===== src/rtl/tiny_alu_core_if.sv =====
`default_nettype none
// ============================================================================
// Module      : tiny_alu_core_if
// Description : start/done command bus between the tinyALU BFM (master) and
//               tiny_alu_core (slave). err exists only with TINY_ALU_ERR_EN.
// Revision    : 1.0 - initial release
// ============================================================================
interface tiny_alu_core_if;
    logic        start;
    logic [2:0]  op;
    logic [7:0]  a;
    logic [7:0]  b;
    logic [15:0] result;
    logic        done;
`ifdef TINY_ALU_ERR_EN
    logic        err;

    modport master (output start, op, a, b, input result, done, err);
    modport slave  (input start, op, a, b, output result, done, err);
`else
    modport master (output start, op, a, b, input result, done);
    modport slave  (input start, op, a, b, output result, done);
`endif
endinterface
`default_nettype wire


===== src/rtl/tiny_alu_core.sv =====
`default_nettype none
// ============================================================================
// Module      : tiny_alu_core
// Description : Responder side of the tinyALU start/done protocol. Single-cycle
//               add/and/xor/no_op/rst_op plus a MUL_LAT-cycle multiply.
//               Optional macro TINY_ALU_ERR_EN adds an err flag for 101/110.
// Revision    : 1.0 - initial release
// ============================================================================
module tiny_alu_core #(
    parameter int MUL_LAT = 3
) (
    input  wire logic         clk,
    input  wire logic         rst,
    tiny_alu_core_if.slave    bus
);

    localparam logic [1:0] c_st_idle     = 2'd0;
    localparam logic [1:0] c_st_mul_busy = 2'd1;
    localparam logic [1:0] c_st_done     = 2'd2;

    localparam logic [2:0] c_op_nop = 3'b000;
    localparam logic [2:0] c_op_add = 3'b001;
    localparam logic [2:0] c_op_and = 3'b010;
    localparam logic [2:0] c_op_xor = 3'b011;
    localparam logic [2:0] c_op_mul = 3'b100;
    localparam logic [2:0] c_op_rst = 3'b111;

    localparam logic [3:0] c_mul_load = 4'(MUL_LAT - 1);

    logic [1:0]  r_state;
    logic [3:0]  r_cnt;
    logic [2:0]  r_op;
    logic [7:0]  r_a;
    logic [7:0]  r_b;
    logic [15:0] r_result;
    logic        r_done;
    logic [8:0]  w_sum;
    logic [15:0] w_prod;
    logic        w_illegal;
    logic [15:0] w_result;

    assign w_sum     = {1'b0, r_a} + {1'b0, r_b};
    assign w_prod    = 16'(r_a) * 16'(r_b);
    assign w_illegal = (r_op == 3'b101) || (r_op == 3'b110);

    always_comb begin
        w_result = r_result;
        case (r_op)
            c_op_add: w_result = {7'b0, w_sum};
            c_op_and: w_result = {8'b0, r_a & r_b};
            c_op_xor: w_result = {8'b0, r_a ^ r_b};
            c_op_mul: w_result = w_prod;
            c_op_rst: w_result = 16'h0000;
            c_op_nop: w_result = r_result;
            default: begin
`ifdef TINY_ALU_ERR_EN
                w_result = 16'h0000;
`else
                w_result = r_result;
`endif
            end
        endcase
    end

`ifdef TINY_ALU_ERR_EN
    logic r_err;
    assign bus.err = r_err;
`endif

    // S_DONE is the cycle before the done pulse: result and done register on
    // its closing edge, so done falls on the edge where IDLE samples again.
    always_ff @(posedge clk) begin
        if (rst) begin
            r_state  <= c_st_idle;
            r_cnt    <= 4'd0;
            r_op     <= 3'b000;
            r_a      <= 8'h00;
            r_b      <= 8'h00;
            r_result <= 16'h0000;
            r_done   <= 1'b0;
`ifdef TINY_ALU_ERR_EN
            r_err    <= 1'b0;
`endif
        end else begin
            r_done <= 1'b0;
`ifdef TINY_ALU_ERR_EN
            r_err  <= 1'b0;
`endif
            case (r_state)
                c_st_idle: begin
                    if (bus.start) begin
                        r_op <= bus.op;
                        r_a  <= bus.a;
                        r_b  <= bus.b;
                        if (bus.op == c_op_mul) begin
                            r_state <= c_st_mul_busy;
                            r_cnt   <= c_mul_load;
                        end else begin
                            r_state <= c_st_done;
                        end
                    end
                end
                c_st_mul_busy: begin
                    r_cnt <= r_cnt - 4'd1;
                    if (r_cnt == 4'd1) begin
                        r_state <= c_st_done;
                    end
                end
                c_st_done: begin
                    r_result <= w_result;
                    r_done   <= 1'b1;
`ifdef TINY_ALU_ERR_EN
                    r_err    <= w_illegal;
`endif
                    r_state  <= c_st_idle;
                end
                default: r_state <= c_st_idle;
            endcase
        end
    end

`ifndef TINY_ALU_ERR_EN
    logic w_unused;
    assign w_unused = w_illegal;
`endif

    assign bus.result = r_result;
    assign bus.done   = r_done;

endmodule
`default_nettype wire


===== src/flat_wrapper.sv =====
// flat-port wrapper written by rule: the top's interface ports become plain ports
module tiny_alu_core_flat 
#(
    parameter int MUL_LAT = 3
)
  (clk, rst, bus_start, bus_op, bus_a, bus_b, bus_result, bus_done);
  tiny_alu_core_if bus_i ();
  input  wire logic clk;
  input  wire logic rst;
  input wire logic [$bits(bus_i.start)-1:0] bus_start;
  input wire logic [$bits(bus_i.op)-1:0] bus_op;
  input wire logic [$bits(bus_i.a)-1:0] bus_a;
  input wire logic [$bits(bus_i.b)-1:0] bus_b;
  output wire logic [$bits(bus_i.result)-1:0] bus_result;
  output wire logic [$bits(bus_i.done)-1:0] bus_done;
  assign bus_i.start = bus_start;
  assign bus_i.op = bus_op;
  assign bus_i.a = bus_a;
  assign bus_i.b = bus_b;
  assign bus_result = bus_i.result;
  assign bus_done = bus_i.done;
  tiny_alu_core #(.MUL_LAT(MUL_LAT)) u_core (.clk(clk), .rst(rst), .bus(bus_i));
endmodule

===== config.mk =====
export PLATFORM = sky130hd
export DESIGN_NAME = tiny_alu_core_flat
export DESIGN_NICKNAME = d
export VERILOG_FILES = /design/src/rtl/tiny_alu_core_if.sv /design/src/rtl/tiny_alu_core.sv /design/src/flat_wrapper.sv
export SDC_FILE = /design/constraint.sdc
export NUM_CORES = 1
export LEC_CHECK = 0
export BUFFER_PORTS_ARGS = -buffer_cell sky130_fd_sc_hd__buf_4
export CAP_MARGIN = 0
export CORE_ASPECT_RATIO = 1.5
export CORE_MARGIN = 2
export CORE_UTILIZATION = 45
export DETAILED_ROUTE_END_ITERATION = 8
export SLEW_MARGIN = 30
export SYNTH_ARGS = -nofsm -noshare
export SYNTH_HDL_FRONTEND = slang
export SYNTH_SLANG_ARGS = --single-unit

===== constraint.sdc =====
create_clock -name clk -period 5.6 [get_ports clk]
set_clock_uncertainty 0.1 [all_clocks]
set_input_delay 1.12 -clock clk [delete_from_list [all_inputs] [get_ports clk]]
set_output_delay 1.12 -clock clk [all_outputs]
set_load 0.05 [all_outputs]

==> reports/qor.log <==
qor: setup_path.critical_path.endpoint_type flop
qor: die.die_span_x 82.37 µm
qor: setup_path.critical_path.cell_chain ha_1 -> fa_1 -> fa_1 -> fa_1 -> inv_1 -> fa_1 -> inv_1 -> ha_1 -> a21o_1 -> a21o_2 -> a21o_1 -> a41oi_1 -> mux2_2 -> nand2_1
qor: drt.avgRoutedWirePerCell 16.25 µm
qor: timing.drv_slew 0
qor: finish.design_area 0.004667 mm²
qor: yosys.synthTopCellsByArea sky130_fd_sc_hd__dfxtp_1, sky130_fd_sc_hd__fa_1, sky130_fd_sc_hd__ha_1, sky130_fd_sc_hd__and2_1, sky130_fd_sc_hd__nand2_1
qor: finish.postLayoutCoreUtil 52.55%
qor: die.dieHeight 121.6 µm
qor: hold_path.hold_path.class reg2reg
qor: yosys.synth_most_common_cell sky130_fd_sc_hd__nand2_1
qor: die.core_area 0.008881 mm²
qor: drt.dr.first_iter.drc_count 111
qor: clock_tree.clock_transition_at_the_register_clock_pins_on_the_worst_setup_and_hold_paths_after_cts 0.07 ns
qor: yosys.ys_dominant_reg_cell sky130_fd_sc_hd__dfxtp_1
qor: yosys.synth_cell_type_count 53
qor: timing.timing.final.setup_violations 0
qor: grt.first_pass_grt_wire_length 16.82 mm
qor: setup_path.critPathMaxFanout 9
qor: yosys.area_share_of_the_largest_cell_type_after_synthesis 20.28%
qor: yosys.synth_area_leader_cell sky130_fd_sc_hd__dfxtp_1
qor: finish.layout.nets 623
qor: drt.drc_viols 0
qor: drt.detail-route-antenna-nets 0
qor: yosys.proportion_of_synthesized_chip_area_in_sequential_cells 20.28%
qor: setup_path.startpoint_type_of_the_worst_setup_path flop
qor: clock_tree.tritoncts.num_buffers 5
qor: drt.drt_pre_antenna_iters 4
qor: power.p_per_area 175.5 mW/mm²
qor: clock_tree.post_cts_resized 0
qor: die.dieArea 0.01001 mm²
qor: die.initial_utilization 46.68%
qor: timing.finalSetupTns 0 ns
qor: timing.max_freq 0.2075 GHz
qor: timing.setup_repair_after_global_routing_missed_its_margin no
qor: drt.num_vias 3397
qor: grt.grt_max_degree 34
qor: placed_design.gp_congestion 0.8962
qor: power.internal_power 552.3 µW
qor: power.p_total 819.1 µW
qor: power.power_frac_comb 20.3%
qor: die.io_pins 39
qor: yosys.synth_area 0.004145 mm²
qor: finish.flow.area_growth_from_synthesis 12.59%
qor: drt.avgViaCountPerCell 5.401
qor: clock_tree.depth_of_the_cts_h_tree 2
qor: timing.max_slew_margin 44.48%
qor: yosys.synth_area_per_cell 8.512 µm²
qor: clock_tree.cts_max_path_buffers 2
qor: yosys.mapped_cells 487
qor: power.sw_frac_of_total 32.57%
qor: clock_tree.tritoncts done
qor: placed_design.count_of_placed_standard_cells_including_taps 621
qor: timing.post-route-period-util 86.07%
qor: clock_tree.cts-root-buf sky130_fd_sc_hd__clkbuf_16
qor: setup_path.crit_path_category reg2reg
qor: run_status.status finished clean
qor: die.placement_rows 42
qor: power.clock_power_share 37.9%
qor: setup_path.worst_ep_arrival_time 4.95 ns
qor: clock_tree.cts_hold_buffers 0
qor: power.cellLeakagePower 2.329 nW
qor: grt.initial_antenna_violation_count 0
qor: power.seq_power_share 41.8%
qor: timing.layout_min_cycle_time 4.820 ns
qor: yosys.synth.top_cells.by_count sky130_fd_sc_hd__nand2_1, sky130_fd_sc_hd__inv_1, sky130_fd_sc_hd__and2_1
qor: finish.layoutNonFillerInstCount 629
qor: yosys.count_of_yosys_warnings_during_synthesis 0
qor: placed_design.port-buffer-count 38
qor: timing.timing_worst_slew_pin_value 0.8298 ns
qor: setup_path.worst_ep_required_time 5.73 ns
qor: setup_path.critPathSlowestCell sky130_fd_sc_hd__fa_1
qor: yosys.synth-edff-count 0
qor: grt.grt_use_total 22.20%
qor: timing.final_report_hold_violation_count 0
qor: clock_tree.latest_clock_arrival_within_the_worst_skew_pair 0.29 ns
qor: placed_design.postPlaceCellArea 0.004514 mm²
qor: drt.wirelength 10.22 mm
qor: yosys.ys_async_sr_fraction 0%
qor: placed_design.dp_hpwl 8.364 mm
qor: yosys.synth.ff_latch_count 42
qor: grt.grt-ovfl-total 0
qor: yosys.mappedNetlistNets 592
qor: power.switching_power 266.8 µW
qor: grt.number_of_global_route_vias_before_repair 3441
qor: setup_path.max_stage_delay 0.54 ns
qor: finish.antenna_cells_inserted 0
qor: clock_tree.cts_sinks 42
qor: finish.final_layout_size_suffix_gt1_share 10.60%
qor: power.vdd_ir_drop_max 165.6 µV
qor: setup_path.crit_path_frequent_cell sky130_fd_sc_hd__fa_1
qor: clock_tree.cts_post_setup_buffers_inserted 0
qor: job.maxCapViolations 0
==> per-layer routing <==
layer / part of all wire, % / vias up / global-route usage (%)
met2: 53 / 63 / 40.37
li1: - / 1681 / -
met5: 0 / - / 0
met1: 40 / 1628 / 24.61
met4: 4.2 / 0 / 10.10
met3: 2.8 / 25 / 3.259
==> power by group through the flow <==
stage	sequential, mW	combinational, mW	clock, mW
final	0.342	0.166	0.310
after global routing	0.345	0.190	0.325
after CTS	0.342	0.169	0.318
after detailed placement	0.349	0.168	0
after global placement	0.349	0.166	0
after floorplan	0.342	0.117	0
==> metrics by stage <==
step	worst slack (ns)	hold WS [ns]
final	0.7798	0.3623
after detailed placement	0.7800	0.3551
after CTS	0.7501	0.3646
after global routing	0.5626	0.3899
after global placement	0.8392	0.3324
after floorplan	1.263	0.3621
==> area by class of cell <==
type,count,area [µm²]
clock buffer,5,125.1
clock inverter,3,27.53
fill,870,4214
inverter,62,232.7
multi-input combinational,368,3010
sequential,42,840.8
tap,110,137.6
timing repair buffer,39,292.8
==> cell families (layout without fill, tap and decap cells) <==
| kind of cell | after synthesis | in the layout | share of synthesized area (%) |
|---|---|---|---|
| simple gates | 159 | 159 | 18.90 |
| compound gates | 100 | 100 | 16.21 |
| fa+ha+maj | 83 | 83 | 31.75 |
| buf+inv | 77 | 109 | 7.093 |
| flops | 42 | 42 | 20.28 |
| xor+xnor | 18 | 18 | 3.803 |
| mux | 8 | 8 | 1.962 |
==> registers in the layout, indices dropped and copies added (netlist names) <==
| signal | flops |
|---|---|
| u_core.r_b | 8 |
| u_core.r_cnt | 4 |
| u_core.bus.result | 16 |
| u_core.r_op | 3 |
| u_core.bus.done | 1 |
| u_core.r_state | 2 |
| u_core.r_a | 8 |
==> worst max-delay path, delay by kind of cell (launching register included) <==
| family | cells | cell delay [ns] |
|---|---|---|
| muxes | 1 | 0.38 |
| and+or+nand+nor | 1 | 0.06 |
| AOI/OAI and AO/OA | 4 | 0.87 |
| DFF | 1 | 0.53 |
| buffers and inverters | 2 | 0.11 |
| adders and majority gates | 6 | 2.73 |
==> final timing paths <==
check             cells past startpoint  slack [ns]                         startpoint                                 end
hold reg to reg                       2        0.36  u_core.bus.result[7]$_SDFFE_PP0P_   u_core.bus.result[7]$_SDFFE_PP0P_
setup reg to reg                     14        0.78         u_core.r_b[4]$_SDFFE_PP0P_  u_core.bus.result[14]$_SDFFE_PP0P_
hold / removal                        2        0.36  u_core.bus.result[7]$_SDFFE_PP0P_   u_core.bus.result[7]$_SDFFE_PP0P_
setup / recovery                     14        0.78         u_core.r_b[4]$_SDFFE_PP0P_  u_core.bus.result[14]$_SDFFE_PP0P_
==> layout by cell type (no fill, tap or decap), types with 2 or more instances in the layout <==
master / netlist / routed
sky130_fd_sc_hd__and2_1: 47 / 47
sky130_fd_sc_hd__o22ai_1: 3 / 3
sky130_fd_sc_hd__nor2_1: 20 / 20
sky130_fd_sc_hd__a22oi_1: 3 / 3
sky130_fd_sc_hd__xor2_1: 7 / 7
sky130_fd_sc_hd__xnor2_1: 11 / 11
sky130_fd_sc_hd__a21o_2: 2 / 2
sky130_fd_sc_hd__inv_1: 62 / 62
sky130_fd_sc_hd__and2b_1: 2 / 2
sky130_fd_sc_hd__buf_4: 0 / 39
sky130_fd_sc_hd__nor3_1: 5 / 5
sky130_fd_sc_hd__o21bai_1: 3 / 3
sky130_fd_sc_hd__o221ai_1: 2 / 2
sky130_fd_sc_hd__a22o_1: 5 / 5
sky130_fd_sc_hd__a31oi_1: 3 / 3
sky130_fd_sc_hd__clkbuf_16: 0 / 5
sky130_fd_sc_hd__nand3_1: 3 / 3
sky130_fd_sc_hd__ha_1: 46 / 46
sky130_fd_sc_hd__fa_1: 37 / 37
sky130_fd_sc_hd__dfxtp_1: 42 / 42
sky130_fd_sc_hd__mux2i_1: 7 / 7
sky130_fd_sc_hd__o21ai_0: 15 / 15
sky130_fd_sc_hd__nor2b_1: 2 / 2
sky130_fd_sc_hd__o31ai_1: 3 / 3
sky130_fd_sc_hd__a21oi_1: 31 / 31
sky130_fd_sc_hd__nand2_1: 65 / 65
sky130_fd_sc_hd__o21a_1: 3 / 3
sky130_fd_sc_hd__a211oi_1: 5 / 5
sky130_fd_sc_hd__nand3b_1: 3 / 3
sky130_fd_sc_hd__o211ai_1: 2 / 2
sky130_fd_sc_hd__nand2b_1: 5 / 5
sky130_fd_sc_hd__o211a_1: 2 / 2
sky130_fd_sc_hd__a21o_1: 7 / 7
No activity file was read; power rests on OpenSTA's default activity.
